## config.mk

```make
export PLATFORM = sky130hd
export DESIGN_NAME = e1_rx_buf_arb
export DESIGN_NICKNAME = d
export VERILOG_FILES = /design/src/rtl/e1_rx_buf_arb.sv
export SDC_FILE = /design/constraint.sdc
export NUM_CORES = 1
export LEC_CHECK = 0
export BUFFER_PORTS_ARGS = -buffer_cell sky130_fd_sc_hd__buf_2
export CORE_ASPECT_RATIO = 0.5
export CORE_MARGIN = 4
export CORE_UTILIZATION = 39
export CTS_CLUSTER_SIZE = 24
export DETAILED_ROUTE_END_ITERATION = 8
export GPL_TIMING_DRIVEN = 0
export HOLD_SLACK_MARGIN = 0.03
export PLACE_DENSITY = 0.6
export SLEW_MARGIN = 25
export SYNTH_ARGS = -nofsm -noshare
export SYNTH_HDL_FRONTEND = slang
export SYNTH_SLANG_ARGS = --single-unit
```

## constraint.sdc

```tcl
create_clock -name clk -period 3.7 [get_ports clk]
set_clock_uncertainty 0.1 [all_clocks]
set_input_delay 0.37 -clock clk [delete_from_list [all_inputs] [get_ports clk]]
set_output_delay 0.37 -clock clk [all_outputs]
set_load 0.05 [all_outputs]
```

## src/rtl/e1_rx_buf_arb.sv

```systemverilog
// e1_rx_buf_arb: merges two E1 receive byte streams into one shared buffer
// write port. Each receiver owns a single-entry holding slot; a round-robin
// arbiter moves held entries into one output register that presents the
// memory write and stalls on mem_rdy.
//
// Ports:
//   clk, rst           clock, synchronous active-high reset
//   rxN_data/ts/frame/mf  received byte and its location (N = 0, 1)
//   rxN_we, rxN_rdy    write request / holding slot free
//   mem_addr/data/we   buffer write, address {chan, mf, frame, ts}
//   mem_rdy            memory accepts the write this cycle
//   stat_ovfN          saturating count of writes dropped on a full slot
//   stat_clr           clears both drop counters
module e1_rx_buf_arb #(
  parameter int unsigned MFW = 7
) (
  input  logic           clk,
  input  logic           rst,
  input  logic [7:0]     rx0_data,
  input  logic [4:0]     rx0_ts,
  input  logic [3:0]     rx0_frame,
  input  logic [MFW-1:0] rx0_mf,
  input  logic           rx0_we,
  output logic           rx0_rdy,
  input  logic [7:0]     rx1_data,
  input  logic [4:0]     rx1_ts,
  input  logic [3:0]     rx1_frame,
  input  logic [MFW-1:0] rx1_mf,
  input  logic           rx1_we,
  output logic           rx1_rdy,
  output logic [MFW+9:0] mem_addr,
  output logic [7:0]     mem_data,
  output logic           mem_we,
  input  logic           mem_rdy,
  output logic [7:0]     stat_ovf0,
  output logic [7:0]     stat_ovf1,
  input  logic           stat_clr
);

  // holding entry layout: {mf, frame, ts, data}
  localparam int unsigned EW = MFW + 17;
  localparam int unsigned AW = MFW + 10;
  localparam logic [7:0]  CNT_MAX = 8'hFF;

  logic [1:0]          we;
  logic [1:0][EW-1:0]  rx_ent;
  logic [1:0]          hv;
  logic [1:0][EW-1:0]  hold;
  logic [1:0][7:0]     ovf;
  logic                lg;
  logic                ov;
  logic [AW-1:0]       out_addr;
  logic [7:0]          out_data;
  logic                load;
  logic                any_hv;
  logic                gnt;

  assign we        = {rx1_we, rx0_we};
  assign rx_ent[0] = {rx0_mf, rx0_frame, rx0_ts, rx0_data};
  assign rx_ent[1] = {rx1_mf, rx1_frame, rx1_ts, rx1_data};

  assign rx0_rdy   = ~hv[0];
  assign rx1_rdy   = ~hv[1];

  // Output register may take a new entry when empty or being drained.
  assign load   = ~ov | mem_rdy;
  assign any_hv = |hv;
  // Contention goes to the channel that did not win last time.
  assign gnt    = (&hv) ? ~lg : hv[1];

  // Control state: slot valids, output valid, last grant, drop counters.
  always_ff @(posedge clk) begin
    if (rst) begin
      hv  <= '0;
      ov  <= 1'b0;
      lg  <= 1'b1;
      ovf <= '0;
    end else begin
      for (int n = 0; n < 2; n++) begin
        // A full slot cannot be granted and captured in the same cycle,
        // which keeps each channel at one write per two cycles.
        if (we[n] && !hv[n]) begin
          hv[n] <= 1'b1;
        end else if (load && any_hv && (gnt == 1'(n))) begin
          hv[n] <= 1'b0;
        end

        if (stat_clr) begin
          ovf[n] <= '0;
        end else if (we[n] && hv[n] && (ovf[n] != CNT_MAX)) begin
          ovf[n] <= ovf[n] + 8'd1;
        end
      end

      if (load) begin
        ov <= any_hv;
        if (any_hv) begin
          lg <= gnt;
        end
      end
    end
  end

  // Datapath registers; contents only matter while the matching valid is set.
  always_ff @(posedge clk) begin
    for (int n = 0; n < 2; n++) begin
      if (we[n] && !hv[n]) begin
        hold[n] <= rx_ent[n];
      end
    end
    if (load && any_hv) begin
      out_addr <= {gnt, hold[gnt][EW-1:8]};
      out_data <= hold[gnt][7:0];
    end
  end

  assign mem_addr  = out_addr;
  assign mem_data  = out_data;
  assign mem_we    = ov;
  assign stat_ovf0 = ovf[0];
  assign stat_ovf1 = ovf[1];

endmodule

```

==> results of run 1 <==
[path summary, 6_finish.rpt]
kind	startpoint	to	slack, ns	cells after the start
worst max-delay path	hv[1]	mem_addr[2]	1.89	3
worst min-delay path	rx0_ts[0]	hold[8]	0.11	1
worst max register to register	hv[1]	mem_addr[2]	1.89	3
worst min register to register	stat_ovf0[7]	stat_ovf0[7]	0.41	1
[layout by cell type (no fill, tap or decap), drive strengths merged, types with 3 or more instances in the layout]
| cell | synthesis | routed |
|---|---|---|
| a211oi | 9 | 9 |
| a21oi | 11 | 11 |
| and3 | 6 | 6 |
| and4 | 5 | 5 |
| buf | 5 | 103 |
| clkbuf | 1 | 11 |
| clkinv | 0 | 4 |
| dfxtp | 20 | 20 |
| edfxtp | 73 | 73 |
| inv | 3 | 4 |
| mux2 | 24 | 24 |
| mux2i | 6 | 6 |
| nand2 | 13 | 13 |
| nand3 | 5 | 5 |
| nor2 | 3 | 3 |
| nor3 | 6 | 6 |
| or3 | 5 | 5 |
[layout make-up]
| cell class | instances | area (um2) |
|---|---|---|
| plain buffers | 6 | 41.3 |
| multi-input cells | 116 | 907 |
| flip-flops and latches | 93 | 2590 |
| well taps | 117 | 146 |
| repair buffers | 98 | 536 |
| inverters | 3 | 11.3 |
| clock inverters | 6 | 48.8 |
| clock buffers | 10 | 229 |
| fillers | 774 | 4260 |
[stage by stage]
| stage | instance area [um2] | utilization, % | power (uW) |
|---|---|---|---|
| floorplan | 3530 | - | 1490 |
| global placement | 4160 | 47.4 | 1580 |
| detailed placement | 4230 | 48.3 | 1610 |
| CTS | 4510 | 51.5 | 2450 |
| global route | 4510 | 51.5 | 2520 |
| finish | 4510 | 51.5 | 2420 |
[metal layers]
layer	track usage (%)	routed length, um	vias up
met5	0	0	-
met4	5.06	62	0
met3	4.33	365	4
met2	24.7	3680	59
met1	16.8	3140	1097
li1	-	-	1080
[cells by family (layout without fill, tap and decap cells)]
family                   after synthesis  after routing  synth area share, %
multiplexers                          30             30                 9.35
AO/OA/AOI/OAI                         30             30                 6.27
buffers and inverters                  9            123                 1.49
adder cells (fa/ha/maj)                2              2                0.708
AND/OR/NAND/NOR                       54             54                 8.79
flip-flops                            93             93                 73.4
[flip-flops by register name, summed over array words and instances (netlist names)]
| signal | cells |
|---|---|
| stat_ovf0 | 8 |
| hv | 2 |
| mem_we | 1 |
| mem_data | 8 |
| lg | 1 |
| hold | 48 |
| mem_addr | 17 |
| stat_ovf1 | 8 |
[where the power goes]
| group | total (uW) | switching [uW] | internal, uW |
|---|---|---|---|
| registers | 1240 | 22.0 | 1220 |
| clock network | 848 | 386 | 462 |
| logic | 333 | 231 | 102 |
| total | 2420 | 639 | 1790 |
[critical path: stages, from the launching register on]
cell and delay [ns]:
dfxtp_1 0.47, a21boi_4 0.42, buf_6 0.22, mux2_2 0.35
==> summary.md, run 1 <==
| Metric | Value |
|---|---|
| Tmin final | 1.81 ns |
| WP data required | 3.68 ns |
| Die width | 143 um |
| PostCTS Resize Cnt | 0 |
| Cell area after synthesis | 3530 um2 |
| Peak supply drop | 0.000272 V |
| Clock root buffer | clkbuf_16 |
| Die Y | 75.3 um |
| Layout overhead on the synthesized area | 27.7% |
| Final wirelength | 7250 um |
| Max Buffers Root-to-Sink | 2 |
| First-pass GRT wire length | 11500 um |
| Buffers on Ports | 96 |
| Setup WS post-layout | 1.89 ns |
| #FFs+latches synth | 93 |
| Non-Filler Instances | 449 |
| Asr flop ratio synth | 0% |
| Post-DP HPWL | 5200 um |
| Ys Warns | 0 |
| Row count | 24 |
| Unique masters post-synth | 38 |
| Area leader, netlist | edfxtp_1 |
| Critical path arrival | 1.79 ns |
| Syn Inst Count | 218 |
| Final setup viols | 0 |
| GP Congestion | 0.806 |
| Slew margin rel. | 60.3% |
| Ports | 98 |
| Yosys top cell area share | 62.1% |
| Fin. Hold Viols | 0 |
| Clk_lat worst skew | 0.33 ns |
| CP Max Fanout | 10 |
| Syn_area_per_cell | 16.2 um2 |
| Max cap viols | 0 |
| Hold/Removal Path Class | in -> reg |
| Number of synthesized flops with an enable pin | 73 |
| # H-tree levels | 3 |
| Pwr Density | 537 nW/um2 |
| Core Area | 8770 um2 |
| Hold Buf Count CTS | 0 |
| Worst setup SP type | flip-flop |
| Slew @ Worst Pin | 0.595 ns |
| Max-slew violations | 0 |
| Pin count of the biggest net entering global routing | 25 |
| Share of layout cells above drive strength 1 | 43.7% |
| RSZ-0062 raised after global routing | no |
| Critical Path End Type | flip-flop |
| DRT iter0 DRCs | 130 |
| Mapped Nets | 274 |
| Placed insts | 433 |
| Total gr overflow | 0 |
| # DRC | 0 |
| Final net count | 383 |
| Max frequency | 552 MHz |
| Synth area leaders | edfxtp_1 62%, dfxtp_1 11%, mux2_2 6.4% |
| Worst Setup Path Type | reg -> reg |
| Number of antenna violations at the first check in global routing | 0 |
| TritonCTS clock tree | yes |
| Sink Count | 93 |
| Vias in the first global route | 2313 |
| Setup TNS | 0 ns |
| Number of post-CTS setup repair buffers | 0 |
| Num CTS Buffers | 9 |
| Most common cell in the netlist | edfxtp_1 |
| Final ANT Viol Nets | 0 |
| Wire per inst | 16.1 um |
| Leak pwr | 0.00174 uW |
| Register area share after synthesis | 73.4% |
| Tcrit/Tclk final | 49.0% |
| Final hold slack | 0.113 ns |
| Vias | 2240 |
| Synth top cells by count | 73 x edfxtp_1, 20 x dfxtp_1, 20 x mux2_2 |
| Reg clk slew, reported paths | 0.07 ns |
| Dpl ws | 1.86 ns |
| DR vias/cell | 4.99 |
| Post-synth top flop | edfxtp_1 |
| 1st-pass router iterations | 4 |
| Ant diodes | 0 |
| Die area | 10700 um2 |
| Status | complete, no violations |
| Starting density of the core | 40.3% |
| GR Util All Layers | 14.0% |
(Power assumes the default switching activity.)
==> inputs of run 2 (changes only) <==
clock period = 1.73 ns   (was 3.7 ns; I/O delays follow)
==> summary.md, run 2 (same netlist as run 1, synthesis figures left out) <==
| Metric | Value |
|---|---|
| Status | complete, no violations (unchanged) |
| DR vias/cell | 4.83 (was 4.99) |
| Crit path max-delay family | flip-flops (unchanged) |
| Pin count of the biggest net entering global routing | 25 (unchanged) |
| Critical path arrival | 1.80 ns (was 1.79 ns) |
| WHS Path Cells | 3 (was 1) |
| Final ANT Viol Nets | 0 (unchanged) |
| Starting density of the core | 40.3% (unchanged) |
| GR Util All Layers | 14.7% (was 14.0%) |
| Vias | 2410 (was 2240) |
| Critical Path Max Stage Delay | 0.35 ns (was 0.47 ns) |
| Die area | 10700 um2 (unchanged) |
| Worst Hold Path EP | hv[1] (was hold[8]) |
| Finished Core Util | 57.7% (was 51.5%) |
| Clock root buffer | clkbuf_16 (unchanged) |
| Die Y | 75.3 um (unchanged) |
| # H-tree levels | 3 (unchanged) |
| Tmin final | 1.64 ns (was 1.81 ns) |
| # DRC | 0 (unchanged) |
| Fin. Hold Viols | 0 (unchanged) |
| Slew @ Worst Pin | 0.773 ns (was 0.595 ns) |
| Crit path max-delay cell type | dfxtp_2 (was dfxtp_1) |
| Die width | 143 um (unchanged) |
| FF-to-FF setup slack | 0.09 ns (was 1.89 ns) |
| Dpl cell area | 4190 um2 (was 4230 um2) |
| DRT iter0 DRCs | 103 (was 130) |
| Number of flip-flops under the largest register name | 48 (unchanged) |
| Fin area | 5060 um2 (was 4510 um2) |
| Critical Path End Type | flip-flop (unchanged) |
| R2R depth | 5 (was 3) |
| Buffers on Ports | 96 (unchanged) |
| Metal3 WL | 407 um (was 365 um) |
| Post-DP HPWL | 4890 um (was 5200 um) |
| Setup TNS | 0 ns (unchanged) |
| Final setup viols | 0 (unchanged) |
| Final wirelength | 7650 um (was 7250 um) |
| 1st-pass router iterations | 4 (unchanged) |
| Worst Setup Path Type | reg -> reg (unchanged) |
| TritonCTS clock tree | yes (unchanged) |
| Slew margin rel. | 48.4% (was 60.3%) |
| Worst setup SP type | flip-flop (unchanged) |
| Layout overhead on the synthesized area | 43.1% (was 27.7%) |
| FILL cells | 726 (was 774) |
| Max cap viols | 0 (unchanged) |
| Reg-to-reg critical path startpoint | stat_ovf0[0] (was hv[1]) |
| Max frequency | 611 MHz (was 552 MHz) |
| Hold/Removal Path Class | in -> reg (unchanged) |
| FF-to-FF End | stat_ovf0[3] (was mem_addr[2]) |
| Commonest non-fill, non-tap cell in the layout | buf_2 (unchanged) |
| Ports | 98 (unchanged) |
| Sink Count | 93 (unchanged) |
| Metal-1 WL | 3210 um (was 3140 um) |
| Number of antenna violations at the first check in global routing | 0 (unchanged) |
| Wire per inst | 15.3 um (was 16.1 um) |
| Ant diodes | 0 (unchanged) |
| Vias in the first global route | 2444 (was 2313) |
| Tcrit/Tclk final | 94.6% (was 49.0%) |
| Max-slew violations | 0 (unchanged) |
| GP Congestion | 0.763 (was 0.806) |
| WP data required | 1.89 ns (was 3.68 ns) |
| Crit path buffers/inverters | 1 (unchanged) |
| CP Max Fanout | 7 (was 10) |
| Crit path cell chain | ha_1, and4_1, clkbuf_2, a211oi_1, mux2i_1 (was a21boi_4, buf_6, mux2_2) |
| Core Area | 8770 um2 (unchanged) |
| Max Buffers Root-to-Sink | 2 (unchanged) |
| RSZ-0062 raised after global routing | no (unchanged) |
| Met2 WL | 3940 um (was 3680 um) |
| Peak supply drop | 0.000586 V (was 0.000272 V) |
| Total gr overflow | 0 (unchanged) |
| Leak pwr | 0.00198 uW (was 0.00174 uW) |
| Pwr Density | 1100 nW/um2 (was 537 nW/um2) |
| First-pass GRT wire length | 12000 um (was 11500 um) |
| Final net count | 433 (was 383) |
| HP Start | rx1_we (was rx0_ts[0]) |
| Commonest cells after routing, fill and taps aside | 98 x buf_2, 73 x edfxtp_1, 49 x dlygate4sd3_1 (was 99 x buf_2, 73 x edfxtp_1, 20 x mux2_2, 20 x dfxtp_1, 13 x nand2_1) |
| Power consumption | 5560 uW (was 2420 uW) |
| Highest Signal Layer | met4 (unchanged) |
| Num CTS Buffers | 9 (unchanged) |
| Clk_lat worst skew | 0.33 ns (about the same) |
| Share of layout cells above drive strength 1 | 40.3% (was 43.7%) |
| Row count | 24 (unchanged) |
| Reg clk slew, reported paths | 0.06 ns (was 0.07 ns) |
| Biggest register | hold (unchanged) |
run 2: stage by stage:
step | instances | worst slack [ns] | hold WS, ns
2_1_floorplan | 218 | -0.0901 | 0.172
3_3_place_gp | 431 | -0.317 | 0.250
3_5_place_dp | 431 | -0.159 | 0.251
4_1_cts | 498 | 0.0586 | 0.0459
5_1_grt | 499 | 0.00532 | 0.0723
6_report | 499 | 0.0929 | 0.0474
run 2: where the power goes:
group | switching, uW | total, uW | internal (uW)
Combinational | 512 | 799 | 287
Sequential | 49.0 | 2660 | 2610
Clock | 816 | 2100 | 1280
Total | 1380 | 5560 | 4180
run 2: metal layers:
metal	vias to the layer above	track usage [%]
met5	-	0
met4	0	4.85
met3	8	4.51
met2	65	26.2
met1	1156	17.4
li1	1181	-
run 2: final cells by class:
class | count | area (um2) | area share, %
clock buffer | 10 | 229 | 4.53
clock inverter | 6 | 91.3 | 1.81
timing repair buffer | 147 | 998 | 19.7
tap | 117 | 146 | 2.90
sequential | 93 | 2600 | 51.4
buffer | 6 | 48.8 | 0.965
multi-input combinational | 117 | 930 | 18.4
inverter | 3 | 15.0 | 0.297
run 2: worst max-delay path by stage:
stage / start / to / cells after the start
finish: stat_ovf0[0] / stat_ovf0[3] / 5
CTS: hv[0] / mem_addr[10] / 3
global placement: hv[0] / hold[0] / 2
global route: stat_ovf0[0] / stat_ovf0[3] / 5
floorplan: hv[0] / mem_addr[0] / 3
detailed placement: hv[0] / mem_data[1] / 3
run 2: tightest hold or removal path: stages:
cell and delay [ns]:
buf_2 0.13, nor2_1 0.08, a211oi_1 0.05
run 2: what timing repair did:
item                                   CTS  global route
setup buffers                            1             1
setup endpoints to repair               42            19
gates cloned                             1             0
hold buffers                            49             0
gates resized for setup                  1             3
endpoints found under the hold margin   51             0
pin swaps                                1             1
==> inputs of run 3 (changes only) <==
ABC_AREA = 1   (was unset)
CTS_CLUSTER_DIAMETER = 150   (was unset)
CTS_CLUSTER_SIZE = 12   (was 24)
PLACE_DENSITY = 0.61   (was 0.6)
==> summary.md, run 3 <==
| Metric | Value |
|---|---|
| Final hold slack | 0.0359 ns (was 0.0474 ns) |
| Critical Path End Type | flip-flop (unchanged) |
| Wire per inst | 13.3 um (was 15.3 um) |
| Ports | 98 (unchanged) |
| Number of antenna violations at the first check in global routing | 0 (unchanged) |
| Synth area leaders | edfxtp_1 62%, nand2_1 12%, dfxtp_1 11% (was edfxtp_1 62%, dfxtp_1 11%, mux2_2 6.4%) |
| Syn Inst Count | 308 (was 218) |
| Worst setup SP type | flip-flop (unchanged) |
| Biggest register | hold (unchanged) |
| Commonest non-fill, non-tap cell in the layout | nand2_1 (was buf_2) |
| Peak supply drop | 0.000462 V (was 0.000586 V) |
| Ys Warns | 0 (unchanged) |
| Slew margin rel. | 51.2% (was 48.4%) |
| CP Max Fanout | 10 (was 7) |
| Number of post-CTS setup repair buffers | 0 (was 1) |
| Synth top cells by count | 114 x nand2_1, 73 x edfxtp_1, 27 x nor2_1 (was 73 x edfxtp_1, 20 x dfxtp_1, 20 x mux2_2) |
| First-pass GRT wire length | 12300 um (was 12000 um) |
| # H-tree levels | 3 (unchanged) |
| Starting density of the core | 40.3% (about the same) |
| DR vias/cell | 4.40 (was 4.83) |
| Pwr Density | 1110 nW/um2 (was 1100 nW/um2) |
| Number of flip-flops under the largest register name | 48 (unchanged) |
| Final net count | 522 (was 433) |
| Tcrit/Tclk final | 90.7% (was 94.6%) |
| Post-synth top flop | edfxtp_1 (unchanged) |
| Slew @ Worst Pin | 0.731 ns (was 0.773 ns) |
| GP Congestion | 0.783 (was 0.763) |
| Final wirelength | 7800 um (was 7650 um) |
| Final setup viols | 0 (unchanged) |
| Die area | 10700 um2 (about the same) |
| Vias | 2589 (was 2410) |
| Max frequency | 637 MHz (was 611 MHz) |
| Most common cell in the netlist | nand2_1 (was edfxtp_1) |
| HP Start | stat_clr (was rx1_we) |
| Worst Setup Path Type | reg -> reg (unchanged) |
| Non-Filler Instances | 588 (was 499) |
| Max Buffers Root-to-Sink | 2 (unchanged) |
| WP data required | 1.72 ns (was 1.89 ns) |
| Setup WS post-layout | 0.161 ns (was 0.0929 ns) |
| Tmin final | 1.57 ns (was 1.64 ns) |
| Row count | 24 (unchanged) |
| Final ANT Viol Nets | 0 (unchanged) |
| RSZ-0062 raised after global routing | no (unchanged) |
| Syn_area_per_cell | 11.4 um2 (was 16.2 um2) |
| GR Util All Layers | 15.2% (was 14.7%) |
| Leak pwr | 0.00211 uW (was 0.00198 uW) |
| Vias in the first global route | 2544 (was 2444) |
| Fin. Hold Viols | 0 (unchanged) |
| Unique masters post-synth | 19 (was 38) |
| Dpl ws | 0.0363 ns (was -0.159 ns) |
| Placed insts | 522 (was 431) |
| 1st-pass router iterations | 4 (unchanged) |
| Reg clk slew, reported paths | 0.07 ns (was 0.06 ns) |
| Max cap viols | 0 (unchanged) |
| Reg-to-reg critical path startpoint | hv[1] (was stat_ovf0[0]) |
| Clock root buffer | clkbuf_16 (unchanged) |
| Area leader, netlist | edfxtp_1 (unchanged) |
| Asr flop ratio synth | 0% (unchanged) |
| Mapped Nets | 364 (was 274) |
| Commonest cells after routing, fill and taps aside | 114 x nand2_1, 98 x buf_2, 73 x edfxtp_1 (was 98 x buf_2, 73 x edfxtp_1, 49 x dlygate4sd3_1) |
| Post-DP HPWL | 4890 um (about the same) |
| Core Area | 8740 um2 (was 8770 um2) |
| # DRC | 0 (unchanged) |
| #FFs+latches synth | 93 (unchanged) |
| Layout overhead on the synthesized area | 41.7% (was 43.1%) |
| Num CTS Buffers | 9 (unchanged) |
| Status | complete, no violations (unchanged) |
| Hold/Removal Path Class | in -> reg (unchanged) |
| Cell area after synthesis | 3520 um2 (was 3530 um2) |
| FILL cells | 745 (was 726) |
| Total gr overflow | 0 (unchanged) |
| TritonCTS clock tree | yes (unchanged) |
| Sink Count | 93 (unchanged) |
| Clk_lat worst skew | 0.33 ns (about the same) |
| Pin count of the biggest net entering global routing | 26 (was 25) |
| Share of layout cells above drive strength 1 | 27.6% (was 40.3%) |
| Die width | 142 um (was 143 um) |
| Critical path launch point | hv[1] (was stat_ovf0[0]) |
| Number of synthesized flops with an enable pin | 73 (unchanged) |
| DRT iter0 DRCs | 171 (was 103) |
| Die Y | 75.2 um (was 75.3 um) |
| Max-slew violations | 0 (unchanged) |
| Critical path arrival | 1.56 ns (was 1.80 ns) |
| Yosys top cell area share | 62.3% (was 62.1%) |
| Register area share after synthesis | 73.7% (was 73.4%) |
| Buffers on Ports | 97 (was 96) |
| Ant diodes | 0 (unchanged) |
[run 3: worst max-delay path, stage by stage (launching register included)]
cell     delay, ns
dfxtp_1       0.42
inv_2         0.09
a21oi_4       0.27
inv_2         0.15
buf_6         0.18
nand2_1       0.07
nand2_1       0.05
[run 3: path summary, 6_finish.rpt]
kind | to | cells after the start | slack, ns
setup / recovery | mem_addr[3] | 6 | 0.16
hold / removal | stat_ovf0[6] | 4 | 0.04
setup reg to reg | mem_addr[3] | 6 | 0.16
hold reg to reg | stat_ovf0[6] | 2 | 0.39
[run 3: cell type report]
class                      instances  area [um2]  share of cell area [%]
timing repair buffer             146         976                    19.6
timing repair inverter             1        7.51                   0.151
tap                              117         146                    2.94
clock inverter                     7        97.6                    1.96
inverter                          22        86.3                    1.73
multi-input combinational        188         808                    16.2
sequential                        93        2590                    52.1
clock buffer                       9         225                    4.52
buffer                             5        42.5                   0.853
[run 3: cell families after synthesis]
kind of cell / count (synthesis) / share of synthesized area (%)
AO/OA/AOI/OAI: 20 / 3.17
XOR/XNOR: 1 / 0.249
buffers and inverters: 27 / 3.56
flip-flops: 93 / 73.7
AND/OR/NAND/NOR: 165 / 18.6
adder cells (fa/ha/maj): 2 / 0.711
[run 3: power by group]
part / total [uW] / internal [uW] / leakage [uW] / switching [uW]
logic: 748 / 227 / 0.00109 / 521
clock network: 2110 / 1280 / 0.000159 / 831
registers: 2660 / 2610 / 0.000865 / 45.6
[run 3: repair_timing]
action	4_1_cts	5_1_grt
hold buffers	49	0
resized for setup	0	1
endpoints found under the setup margin	0	24
endpoints found under the hold margin	51	0
[run 3: metrics by stage]
| stage | util (%) | TNS [ns] | power [uW] | cell area [um2] |
|---|---|---|---|---|
| 2_1_floorplan | - | 0 | 3160 | 3530 |
| 3_3_place_gp | 47.6 | -2.83 | 3360 | 4160 |
| 3_5_place_dp | 47.7 | 0 | 3370 | 4160 |
| 4_1_cts | 57.0 | 0 | 5560 | 4980 |
| 5_1_grt | 57.0 | 0 | 5740 | 4980 |
| 6_report | 57.0 | 0 | 5510 | 4980 |
[run 3: layer usage]
metal / up-vias / track usage [%] / routed length (um)
met5: - / 0 / 0
met4: 0 / 5.16 / 96
met3: 8 / 5.20 / 392
met2: 76 / 27.8 / 4190
met1: 1161 / 17.1 / 3120
li1: 1344 / - / -
